**src/rtl/adaptive_threshold_pkg.sv**
```systemverilog
// Shared project constants for the image pipeline: global_state phase codes,
// the thresholding FSM encoding and the binary pixel values.
package adaptive_threshold_pkg;

    // Pipeline phases broadcast on global_state; thresholding runs in phase 2.
    localparam logic [2:0] GS_INIT       = 3'd0;
    localparam logic [2:0] GS_BOX_FILTER = 3'd1;
    localparam logic [2:0] GS_THRESHOLD  = 3'd2;
    localparam logic [2:0] GS_FINISHED   = 3'd3;

    typedef enum logic [1:0] {
        ST_IDLE  = 2'd0,
        ST_RUN   = 2'd1,
        ST_DRAIN = 2'd2,
        ST_DONE  = 2'd3
    } at_state_t;

    localparam logic [7:0] PIX_WHITE = 8'd255;
    localparam logic [7:0] PIX_BLACK = 8'd0;

endpackage

```
**src/rtl/adaptive_threshold_if.sv**
```systemverilog
// Memory-side bus of the thresholder: source image read port, mean image
// read port and binary result write port.
interface adaptive_threshold_if #(
    parameter int WIDTH_BITS  = 8,
    parameter int HEIGHT_BITS = 8
);
    logic [WIDTH_BITS-1:0]  oImageCol;
    logic [HEIGHT_BITS-1:0] oImageRow;
    logic [7:0]             iImageData;
    logic [WIDTH_BITS-1:0]  oMeanCol;
    logic [HEIGHT_BITS-1:0] oMeanRow;
    logic [7:0]             iMeanData;
    logic [WIDTH_BITS-1:0]  oResultCol;
    logic [HEIGHT_BITS-1:0] oResultRow;
    logic [7:0]             oResultData;
    logic                   oResultWren;

    // The thresholder drives addresses and write data.
    modport master (
        output oImageCol, oImageRow, input iImageData,
        output oMeanCol, oMeanRow, input iMeanData,
        output oResultCol, oResultRow, oResultData, oResultWren
    );

    // The memories answer reads and accept writes.
    modport slave (
        input oImageCol, oImageRow, output iImageData,
        input oMeanCol, oMeanRow, output iMeanData,
        input oResultCol, oResultRow, oResultData, oResultWren
    );
endinterface

```
**src/rtl/adaptive_threshold_threshold_cmp.sv**
```systemverilog
// Binarise one pixel against its local mean: white iff pixel > mean - offset.
module threshold_cmp
    import adaptive_threshold_pkg::*;
(
    input  logic [7:0] i_pixel,
    input  logic [7:0] i_mean,
    input  logic [7:0] i_offset,
    output logic [7:0] o_result
);
    // 10-bit signed keeps mean - offset exact down to -255, so a dark mean
    // produces a negative threshold that every pixel exceeds.
    logic signed [9:0] w_threshold;
    logic signed [9:0] w_pixel;

    assign w_threshold = $signed({2'b00, i_mean}) - $signed({2'b00, i_offset});
    assign w_pixel     = $signed({2'b00, i_pixel});
    assign o_result    = (w_pixel > w_threshold) ? PIX_WHITE : PIX_BLACK;
endmodule

```
**src/rtl/adaptive_threshold.sv**
```systemverilog
// Adaptive thresholding stage: streams pixels START_POS..END_POS from the
// source and mean memories (1-cycle synchronous read) and writes a binary
// image one pixel per cycle while global_state selects this phase.
module adaptive_threshold
    import adaptive_threshold_pkg::*;
#(
    parameter int WIDTH_BITS  = 8,
    parameter int HEIGHT_BITS = 8,
    parameter int WIDTH       = 2**WIDTH_BITS,
    parameter int HEIGHT      = 2**HEIGHT_BITS,
    parameter int START_POS   = 0,
    parameter int END_POS     = WIDTH*HEIGHT-1,
    parameter int OFFSET_C    = 5
) (
    input  logic                            clock,
    input  logic                            not_reset,
    adaptive_threshold_if.master            bus,
    input  logic [2:0]                      global_state,
    output logic [WIDTH_BITS+HEIGHT_BITS:0] oWhiteCount,
    output logic                            finished
);
    localparam int                POS_W   = WIDTH_BITS + HEIGHT_BITS;
    localparam logic [POS_W-1:0]  START_P = POS_W'(START_POS);
    localparam logic [POS_W-1:0]  END_P   = POS_W'(END_POS);
    localparam logic [7:0]        OFFSET  = 8'(OFFSET_C);

    at_state_t          r_state;
    at_state_t          w_next_state;
    logic [POS_W-1:0]   r_pos;
    logic [POS_W-1:0]   r_wr_pos;
    logic               r_valid;
    logic [POS_W:0]     r_white;
    logic               w_issue;
    logic [POS_W-1:0]   w_rd_addr;
    logic [7:0]         w_result;

    // State register.
    always_ff @(posedge clock or negedge not_reset) begin
        // NOTE: non-blocking assignments in clocked blocks so every register
        // samples pre-edge values regardless of statement order.
        if (!not_reset) r_state <= ST_IDLE;
        else            r_state <= w_next_state;
    end

    // Next-state logic; a pause in RUN returns to IDLE and resumes from r_pos.
    always_comb begin
        // NOTE: default assignment first so no path leaves the signal
        // unassigned and infers a latch.
        w_next_state = r_state;
        case (r_state)
            ST_IDLE:  if (global_state == GS_THRESHOLD) w_next_state = ST_RUN;
            ST_RUN: begin
                if (global_state != GS_THRESHOLD) w_next_state = ST_IDLE;
                else if (r_pos == END_P)          w_next_state = ST_DRAIN;
            end
            ST_DRAIN: w_next_state = ST_DONE;
            ST_DONE:  w_next_state = ST_DONE;
            default:  w_next_state = ST_IDLE;
        endcase
    end

    // FSM outputs: a read is issued only in RUN while the phase is still ours.
    always_comb begin
        w_issue  = (r_state == ST_RUN) && (global_state == GS_THRESHOLD);
        finished = (r_state == ST_DONE);
    end

    // Read pointer: advances once per issued pixel and holds while paused.
    always_ff @(posedge clock or negedge not_reset) begin
        if (!not_reset)   r_pos <= START_P;
        else if (w_issue) r_pos <= r_pos + 1'b1;
    end

    // Write stage: tag the pixel whose read data arrives next cycle.
    always_ff @(posedge clock or negedge not_reset) begin
        if (!not_reset) begin
            r_valid  <= 1'b0;
            r_wr_pos <= '0;
        end else begin
            r_valid <= w_issue;
            if (w_issue) r_wr_pos <= r_pos;
        end
    end

    // White-pixel counter, one wider than the address so a full image fits.
    always_ff @(posedge clock or negedge not_reset) begin
        if (!not_reset)                           r_white <= '0;
        else if (r_valid && w_result == PIX_WHITE) r_white <= r_white + 1'b1;
    end

    threshold_cmp u_cmp (
        .i_pixel  (bus.iImageData),
        .i_mean   (bus.iMeanData),
        .i_offset (OFFSET),
        .o_result (w_result)
    );

    // Image and mean share one address; parked at zero outside RUN.
    assign w_rd_addr       = (r_state == ST_RUN) ? r_pos : '0;
    assign bus.oImageCol   = w_rd_addr[WIDTH_BITS-1:0];
    assign bus.oImageRow   = w_rd_addr[POS_W-1:WIDTH_BITS];
    assign bus.oMeanCol    = w_rd_addr[WIDTH_BITS-1:0];
    assign bus.oMeanRow    = w_rd_addr[POS_W-1:WIDTH_BITS];

    assign bus.oResultCol  = r_wr_pos[WIDTH_BITS-1:0];
    assign bus.oResultRow  = r_wr_pos[POS_W-1:WIDTH_BITS];
    assign bus.oResultData = r_valid ? w_result : PIX_BLACK;
    assign bus.oResultWren = r_valid;
    assign oWhiteCount     = r_white;
endmodule
```
**src/flat_wrapper.sv**
```systemverilog
// flat-port wrapper written by rule: the top's interface ports become plain ports
module adaptive_threshold_flat import adaptive_threshold_pkg::*;
#(
    parameter int WIDTH_BITS  = 8,
    parameter int HEIGHT_BITS = 8,
    parameter int WIDTH       = 2**WIDTH_BITS,
    parameter int HEIGHT      = 2**HEIGHT_BITS,
    parameter int START_POS   = 0,
    parameter int END_POS     = WIDTH*HEIGHT-1,
    parameter int OFFSET_C    = 5
)
  (clock, not_reset, global_state, oWhiteCount, finished, bus_oImageCol, bus_oImageRow, bus_iImageData, bus_oMeanCol, bus_oMeanRow, bus_iMeanData, bus_oResultCol, bus_oResultRow, bus_oResultData, bus_oResultWren);
  adaptive_threshold_if #(.WIDTH_BITS(WIDTH_BITS), .HEIGHT_BITS(HEIGHT_BITS)) bus_i ();
  input  logic clock;
  input  logic not_reset;
  input  logic [2:0] global_state;
  output logic [WIDTH_BITS+HEIGHT_BITS:0] oWhiteCount;
  output logic finished;
  output wire logic [$bits(bus_i.oImageCol)-1:0] bus_oImageCol;
  output wire logic [$bits(bus_i.oImageRow)-1:0] bus_oImageRow;
  input wire logic [$bits(bus_i.iImageData)-1:0] bus_iImageData;
  output wire logic [$bits(bus_i.oMeanCol)-1:0] bus_oMeanCol;
  output wire logic [$bits(bus_i.oMeanRow)-1:0] bus_oMeanRow;
  input wire logic [$bits(bus_i.iMeanData)-1:0] bus_iMeanData;
  output wire logic [$bits(bus_i.oResultCol)-1:0] bus_oResultCol;
  output wire logic [$bits(bus_i.oResultRow)-1:0] bus_oResultRow;
  output wire logic [$bits(bus_i.oResultData)-1:0] bus_oResultData;
  output wire logic [$bits(bus_i.oResultWren)-1:0] bus_oResultWren;
  assign bus_oImageCol = bus_i.oImageCol;
  assign bus_oImageRow = bus_i.oImageRow;
  assign bus_i.iImageData = bus_iImageData;
  assign bus_oMeanCol = bus_i.oMeanCol;
  assign bus_oMeanRow = bus_i.oMeanRow;
  assign bus_i.iMeanData = bus_iMeanData;
  assign bus_oResultCol = bus_i.oResultCol;
  assign bus_oResultRow = bus_i.oResultRow;
  assign bus_oResultData = bus_i.oResultData;
  assign bus_oResultWren = bus_i.oResultWren;
  adaptive_threshold #(.WIDTH_BITS(WIDTH_BITS), .HEIGHT_BITS(HEIGHT_BITS), .WIDTH(WIDTH), .HEIGHT(HEIGHT), .START_POS(START_POS), .END_POS(END_POS), .OFFSET_C(OFFSET_C)) u_core (.clock(clock), .not_reset(not_reset), .bus(bus_i), .global_state(global_state), .oWhiteCount(oWhiteCount), .finished(finished));
endmodule
```
**config.mk**
```make
export PLATFORM = sky130hd
export DESIGN_NAME = adaptive_threshold_flat
export DESIGN_NICKNAME = d
export VERILOG_FILES = /design/src/rtl/adaptive_threshold_pkg.sv /design/src/rtl/adaptive_threshold_if.sv /design/src/rtl/adaptive_threshold_threshold_cmp.sv /design/src/rtl/adaptive_threshold.sv /design/src/flat_wrapper.sv
export SDC_FILE = /design/constraint.sdc
export NUM_CORES = 1
export LEC_CHECK = 0
export ABC_AREA = 1
export CORE_MARGIN = 2
export CORE_UTILIZATION = 51
export DETAILED_ROUTE_END_ITERATION = 6
export HOLD_SLACK_MARGIN = 0.1
export PLACE_DENSITY_LB_ADDON = 0.05
export SLEW_MARGIN = 5
export SYNTH_ARGS = -nofsm -noshare
export SYNTH_HDL_FRONTEND = slang
export SYNTH_SLANG_ARGS = --single-unit
```
**constraint.sdc**
```tcl
create_clock -name clock -period 8.2 [get_ports clock]
set_input_delay 2.05 -clock clock [delete_from_list [all_inputs] [get_ports clock]]
set_output_delay 2.05 -clock clock [all_outputs]
set_load 0.03 [all_outputs]
```
==> results of run 1 <==
[registers in the layout (all words and copies together), names as in the netlist]
name                    count
u_core.r_state              2
u_core.bus.oResultWren      1
u_core.r_wr_pos            16
u_core.r_pos               16
u_core.oWhiteCount         17
[path summary, 6_finish.rpt]
| path | cells after the start | slack (ns) | to |
|---|---|---|---|
| hold reg to reg | 2 | 0.49 | u_core.r_wr_pos[14]$_DFFE_PN0P_ |
| setup reg to reg | 6 | 6.46 | u_core.r_wr_pos[7]$_DFFE_PN0P_ |
| max in group asynchronous | 2 | 5.88 | u_core.r_wr_pos[15]$_DFFE_PN0P_ |
| setup / recovery | 16 | 0.94 | bus_oResultData[4] |
| min in group asynchronous | 2 | 1.84 | u_core.oWhiteCount[10]$_DFFE_PN0P_ |
| hold / removal | 2 | 0.49 | u_core.r_wr_pos[14]$_DFFE_PN0P_ |
[through the flow]
| step | cell area [µm²] | utilization | hold slack, ns | cells |
|---|---|---|---|---|
| after floorplan | 3159 | - | 0.4634 | 398 |
| after global placement | 3981 | 0.6685 | 0.4678 | 537 |
| after detailed placement | 3981 | 0.6685 | 0.4718 | 537 |
| after CTS | 4089 | 0.6866 | 0.4945 | 545 |
| after global routing | 4089 | 0.6866 | 0.5189 | 545 |
| final | 4089 | 0.6866 | 0.4903 | 545 |
[cell type report]
class | instances | area (µm²)
fill | 525 | 1867
multi-input combinational | 262 | 1438
sequential | 52 | 1301
timing repair buffer | 96 | 953.4
inverter | 52 | 195.2
tap | 75 | 93.84
clock buffer | 6 | 72.57
clock inverter | 2 | 35.03
[power breakdown]
part | internal (µW) | switching (µW)
registers | 260 | 2.59
clock network | 90.7 | 83.2
logic | 24.6 | 34.0
[tightest hold or removal path, cell delays in order (launching register included)]
cell and delay (ns):
dfrtp_1 0.35, nand2_1 0.05, o21ai_0 0.06
[cell usage after synthesis]
cell type  count
ha_1          11
buf_2          3
a22oi_1        1
nor2_2         1
xor2_1        27
nor2_4         1
nand2_2        2
o21ai_1        1
nor2_1        32
clkinv_1       1
nor3_2         2
nor3_4         2
inv_2          2
buf_6          1
clkbuf_1       3
nand3_1       33
buf_4         25
nor3_1         9
nand3b_1       1
nand3_4        1
nand2_1      100
o21ai_2        1
dfrtp_1       52
nand2_4        2
a21oi_1        2
inv_1         49
o21ai_0       20
xnor2_1        6
nand4_1        7
[logic make-up (layout without fill, tap and decap cells)]
family                     Yosys count  count (layout)
adders and majority gates           11              11
AOI/OAI and AO/OA                   25              25
xor gates and xnor gates            33              33
DFF                                 52              52
buffers and inverters               84             156
and+or+nand+nor                    193             193
[layout by cell type (no fill, tap or decap)]
| cell | instances |
|---|---|
| ha_1 | 11 |
| inv_2 | 2 |
| nor2_4 | 1 |
| a22oi_1 | 1 |
| xor2_1 | 27 |
| clkbuf_1 | 1 |
| clkbuf_8 | 5 |
| nor3_4 | 2 |
| buf_2 | 1 |
| buf_4 | 1 |
| a21oi_1 | 2 |
| nand2_4 | 2 |
| nor3_2 | 2 |
| nor2_1 | 32 |
| dfrtp_1 | 52 |
| o21ai_2 | 1 |
| bufinv_16 | 1 |
| nand3b_1 | 1 |
| inv_1 | 49 |
| o21ai_1 | 1 |
| o21ai_0 | 20 |
| nor2_2 | 1 |
| clkinv_1 | 1 |
| nand2_1 | 100 |
| clkdlybuf4s50_1 | 94 |
| xnor2_1 | 6 |
| nand4_1 | 7 |
| nor3_1 | 9 |
| clkinv_2 | 1 |
| nand3_4 | 1 |
| nand3_1 | 33 |
| nand2_2 | 2 |
[layer usage]
layer / routed length [µm] / track usage
met5: 0 / 0
met3: 266 / 0.04565
met4: 89 / 0.06393
met2: 3625 / 0.3935
met1: 3033 / 0.2626
==> results.md, run 1 <==
* Tcrit/Tclk final at 0.8857
* Routed length per instance at between 10 and 15 µm
* F_max at 137.7 MHz
* DRT Wirelength at between 7000 and 8000 µm
* Vias at between 2000 and 3000
* Fin Clk Skew at 0.006896 ns
* Post-CTS sizing at 0
* Total GRT Usage at 0.2188
* Worst min-delay path category: flip-flop to flip-flop
* CP delay by family, top: buffers and inverters
* CP endpoint kind: primary output
* Clk buf depth at 2
* Synth Register Bits at 52
* Cts bufs inserted at 5
* Pins Over Slew Limit at 0
* Initial DRC count at between 90 and 100
* Clk_lat worst skew at roughly 0.30 ns
* Crit. Startpoint: bus_iMeanData[0]
* Port bufs at 95
* Root Buffer: clkbuf_8
* Post-synthesis compound-gate area fraction at 0.04158
* Leak pwr at 0.001957 µW
* Setup Viol. Count Final at 0
* Die X at slightly above 80 µm
* Area share of the largest cell type after synthesis at 0.4119
* Total gr overflow at 0
* CP required at approximately 6.2 ns
* Post-place setup slack at roughly 0.92 ns
* DR pass1 iterations at 4
* RSZ-0062 raised after global routing: false
* Multiplexer share of the synthesized area at 0
* Starting Density at 0.5305
* Io pins at 96
* Initial antenna violation count at 0
* Synth Area in XOR/XNOR at 0.09149
* Yosys top cell by area: dfrtp_1
* Status: completed
* Mapped Avg Cell Area at around 7.9 µm²
* Worst Path Buf+Inv at 3
* Antenna Cells at 0
* CTS tree: built
* Synth Area in Adders at 0.04356
* Fin. Hold Viols at 0
* Yosys Warn Count at 0
* Mapped Cells at just under 400
* Peak VDD IR at a little under 90 µV
* Mapped Area at 3159 µm²
* Slowest cell on crit path: clkdlybuf4s50_1
* Share of post-route cells with drive strength above 1 at 0.04894
* Worst slew margin at 0.5467
* Worst-Margin Slew at between 0.6 and 0.7 ns
* Cell Chain, Critical Path: clkdlybuf4s50_1, o21ai_0, nand3b_1, xor2_1, ha_1, nand2_1, nor2_2, nand2_1, nand3_1, nand2_1, nand2_1, nand2_2, nand2_4, nand2_4, inv_1, clkdlybuf4s50_1
* Post-DP HPWL at around 5300 µm
* Final setup margin at ~0.94 ns
* Net count of the mapped netlist at 430
* Critical Path Max Stage Delay at 0.72 ns
* Register area share after synthesis at 0.4119
* Synth Area in Simple Gates at 0.2784
* Hold_buf cts at 0
* Die Span Y at a little over 80 µm
* Max Fanout on Critical Path at 18
* Gpl congestion at between 0.9 and 1
* Post-DRT Antenna Nets at 0
* Htree depth at 2
* Largest net degree at the start of global routing at 53
* Reg2Reg Launch Point: u_core.r_state[1]$_DFFE_PN0P_
* Core area at 5956 µm²
* Setup Fix Bufs, Post-CTS at 0
* Clock transition at path regs at about 0.09 ns
* CP Data Arrival Time at ~5.2 ns
* Crit start category: input pin
* CTS Sinks at 52
* Nets at roughly 500
* Crit path time final at around 7.3 ns
* Hold path startpoint: u_core.r_wr_pos[14]$_DFFE_PN0P_
* Synth cell types at 29
* First-pass GRT wire length at roughly 12000 µm
* Max-cap violations at 0
* TNS Setup at 0 ns
* Die area at 6840 µm²
* Vias in the first global route at around 2700
* P per Cell Area at between 100 and 150 nW/µm²
* Synth-to-layout area growth at 29.43%
* Final routed DRC violation total at 0
* Ranking of synthesized cells by area: dfrtp_1, nand2_1, xor2_1
* Setup CP Type: input pin to primary output
* Final Power at between 400 and 500 µW
* Most used cell, CP: nand2_1
* Main combinational cell family by area after synthesis: simple AND/OR/NAND/NOR gates
* Via density at roughly 4.9
* FP Rows at 28
Note: power is estimated with default switching activity, not from simulation.
==> run 2: changes to the inputs <==
--- a/config.mk
+++ b/config.mk
@@ -6,8 +6,10 @@
 export NUM_CORES = 1
 export LEC_CHECK = 0
 export ABC_AREA = 1
+export CELL_PAD_IN_SITES_DETAIL_PLACEMENT = 1
+export CELL_PAD_IN_SITES_GLOBAL_PLACEMENT = 1
 export CORE_MARGIN = 2
-export CORE_UTILIZATION = 51
+export CORE_UTILIZATION = 37
 export DETAILED_ROUTE_END_ITERATION = 6
 export HOLD_SLACK_MARGIN = 0.1
 export PLACE_DENSITY_LB_ADDON = 0.05
==> run 2 against run 1 <==
Global-route usage decreased by 3.4 points. First-iteration DRC count decreased by 26%. Combinational power increased by 2%. Register-to-register slack got worse by 0.04 ns. Worst hold slack improved by 0.0068 ns. Setup slack got worse by 0.048 ns. Clock-buffer cell count increased by 1. Flip-flop and latch count unchanged. Non-clock buffer count unchanged. Sequential power about the same. Final cell count increased by 5.5%. Total power decreased by 5.4%.
==> results.md, run 2 (same netlist as run 1, synthesis figures left out) <==
* Status: completed
* Final setup margin at a little under 0.9 ns
* CP required at just over 6 ns
* CTS tree: built
* Worst min-delay path category: flip-flop to flip-flop
* First-pass GRT wire length at roughly 13000 µm
* Initial DRC count at 73
* Core area at slightly above 8000 µm²
* Max-cap violations at 0
* CP delay by family, top: buffers and inverters
* Slowest cell on crit path: clkdlybuf4s50_1
* Gpl congestion at 0.7913
* CP endpoint kind: primary output
* Htree depth at 2
* TNS Setup at 0 ns
* Fin Clk Skew at between 0.01 and 0.015 ns
* DR pass1 iterations at 4
* Final cell count without fillers at 575
* Peak VDD IR at ~78 µV
* Clk_lat worst skew at 0.30 ns
* Setup Fix Bufs, Post-CTS at 0
* Setup CP Type: input pin to primary output
* Hold_buf cts at 0
* Routed length per instance at roughly 14 µm
* Die area at 9294 µm²
* Share of post-route cells with drive strength above 1 at 0.04681
* Port bufs at 95
* Final routed DRC violation total at 0
* RSZ-0062 raised after global routing: false
* Crit start category: input pin
* Most used cell, CP: nand2_1
* Synth-to-layout area growth at 29.90%
* CP Data Arrival Time at approximately 5.3 ns
* Die X at just under 100 µm
* Post-CTS sizing at 0
* Largest net degree at the start of global routing at 53
* Post-place setup slack at 0.8515 ns
* Clk buf depth at 2
* Leak pwr at 0.001944 µW
* Most frequent cells in the layout: nand2_1, clkdlybuf4s50_1, dfrtp_1
* DRT Wirelength at 8103 µm
* Worst slew margin at 0.5351
* Cts bufs inserted at 5
* F_max at 136.8 MHz
* Worst Path Buf+Inv at 4
* # placed instances at about 570
* Cell Chain, Critical Path: clkdlybuf4s50_1, inv_1, ha_1, o21ai_2, xor2_1, ha_1, nand2_1, nor2_2, nand2_1, nand3_1, nand2_1, nand2_1, nand2_2, nand2_4, nand2_4, inv_1, clkdlybuf4s50_1
* Post-DP HPWL at between 6000 and 7000 µm
* Via density at 4.793
* Critical Path Max Stage Delay at 0.72 ns
* Vias at about 2800
* Pins Over Slew Limit at 0
* Io pins at 96
* Max FFs per register at 17
* FP Rows at 33
* Worst-Margin Slew at about 0.7 ns
* Total GRT Usage at 0.1844
* Max Fanout on Critical Path at 18
* CTS Sinks at 52
* Setup Viol. Count Final at 0
* Tcrit/Tclk final at 0.8916
* Post-DRT Antenna Nets at 0
* Fin. Hold Viols at 0
* Vias in the first global route at 2852
* Root Buffer: clkbuf_8
* Crit path time final at around 7.3 ns
* Starting Density at 0.3826
* Nets at 501
* Die Span Y at ~96 µm
* Total gr overflow at 0
* P per Cell Area at 114.1 nW/µm²
* Clock transition at path regs at 0.10 ns
* Initial antenna violation count at 0
* Fillcell total at between 1000 and 1500
* Antenna Cells at 0
* Commonest non-fill, non-tap cell in the layout: nand2_1
## run 2: cell types whose count changed in the layout (fill, tap and decap cells not counted)
cell,before,now
clkbuf_1,1,2
bufinv_16,1,0
clkinv_2,1,0
clkinv_4,0,1
## run 2: worst paths after layout
| path | startpoint | end | slack (ns) | cells past startpoint |
|---|---|---|---|---|
| worst max-delay path | bus_iMeanData[0] | bus_oResultData[1] | 0.89 | 17 |
| worst min-delay path | u_core.r_wr_pos[8]$_DFFE_PN0P_ | u_core.r_wr_pos[8]$_DFFE_PN0P_ | 0.50 | 2 |
| worst max register to register | u_core.r_state[1]$_DFFE_PN0P_ | u_core.r_wr_pos[4]$_DFFE_PN0P_ | 6.42 | 6 |
| worst min register to register | u_core.r_wr_pos[8]$_DFFE_PN0P_ | u_core.r_wr_pos[8]$_DFFE_PN0P_ | 0.50 | 2 |
| max in group asynchronous | not_reset | u_core.r_wr_pos[3]$_DFFE_PN0P_ | 5.88 | 2 |
| min in group asynchronous | not_reset | u_core.oWhiteCount[14]$_DFFE_PN0P_ | 1.86 | 2 |
## run 2: cell type report
type	instances	area, µm²	share of cell area
Inverter	52	195.2	0.04756
Timing Repair Buffer	96	953.4	0.2323
Tap cell	105	131.4	0.03201
Multi-Input combinational cell	262	1438	0.3503
Sequential cell	52	1301	0.3171
Clock buffer	7	76.32	0.01860
Clock inverter	1	8.758	0.002134
## run 2: power by group
| part | internal, µW | switching, µW | total, µW |
|---|---|---|---|
| clock | 61.3 | 84.4 | 146 |
| combinational | 24.6 | 35.2 | 59.8 |
| sequential | 260 | 2.76 | 263 |
| total | 346 | 122 | 468 |
## run 2: worst reg2reg max path, stage by stage, from the launching register on
cell and delay, ns:
dfrtp_1 0.39, inv_1 0.10, nand2_2 0.23, nor2_4 0.41
inv_2 0.30, nand2_1 0.13, o21ai_0 0.09
## run 2: metal layers
layer | vias to the layer above | GRT usage | part of all wire | wire length, µm
met5 | - | 0 | 0 | 0
met2 | 54 | 0.3391 | 0.52 | 4235
met1 | 1336 | 0.2269 | 0.44 | 3535
met3 | 4 | 0.02483 | 0.033 | 269
met4 | 0 | 0.04695 | 0.0078 | 63
li1 | 1362 | - | - | -
## run 2: through the flow
| step | cell area, µm² | power (µW) | utilization | hold WS, ns |
|---|---|---|---|---|
| floorplan | 3159 | 299.4 | - | 0.4634 |
| global placement | 4019 | 327.2 | 0.4867 | 0.4677 |
| detailed placement | 4019 | 329.2 | 0.4867 | 0.4807 |
| CTS | 4104 | 476.8 | 0.4970 | 0.5051 |
| global route | 4104 | 492.4 | 0.4970 | 0.5383 |
| finish | 4104 | 468.4 | 0.4970 | 0.4970 |
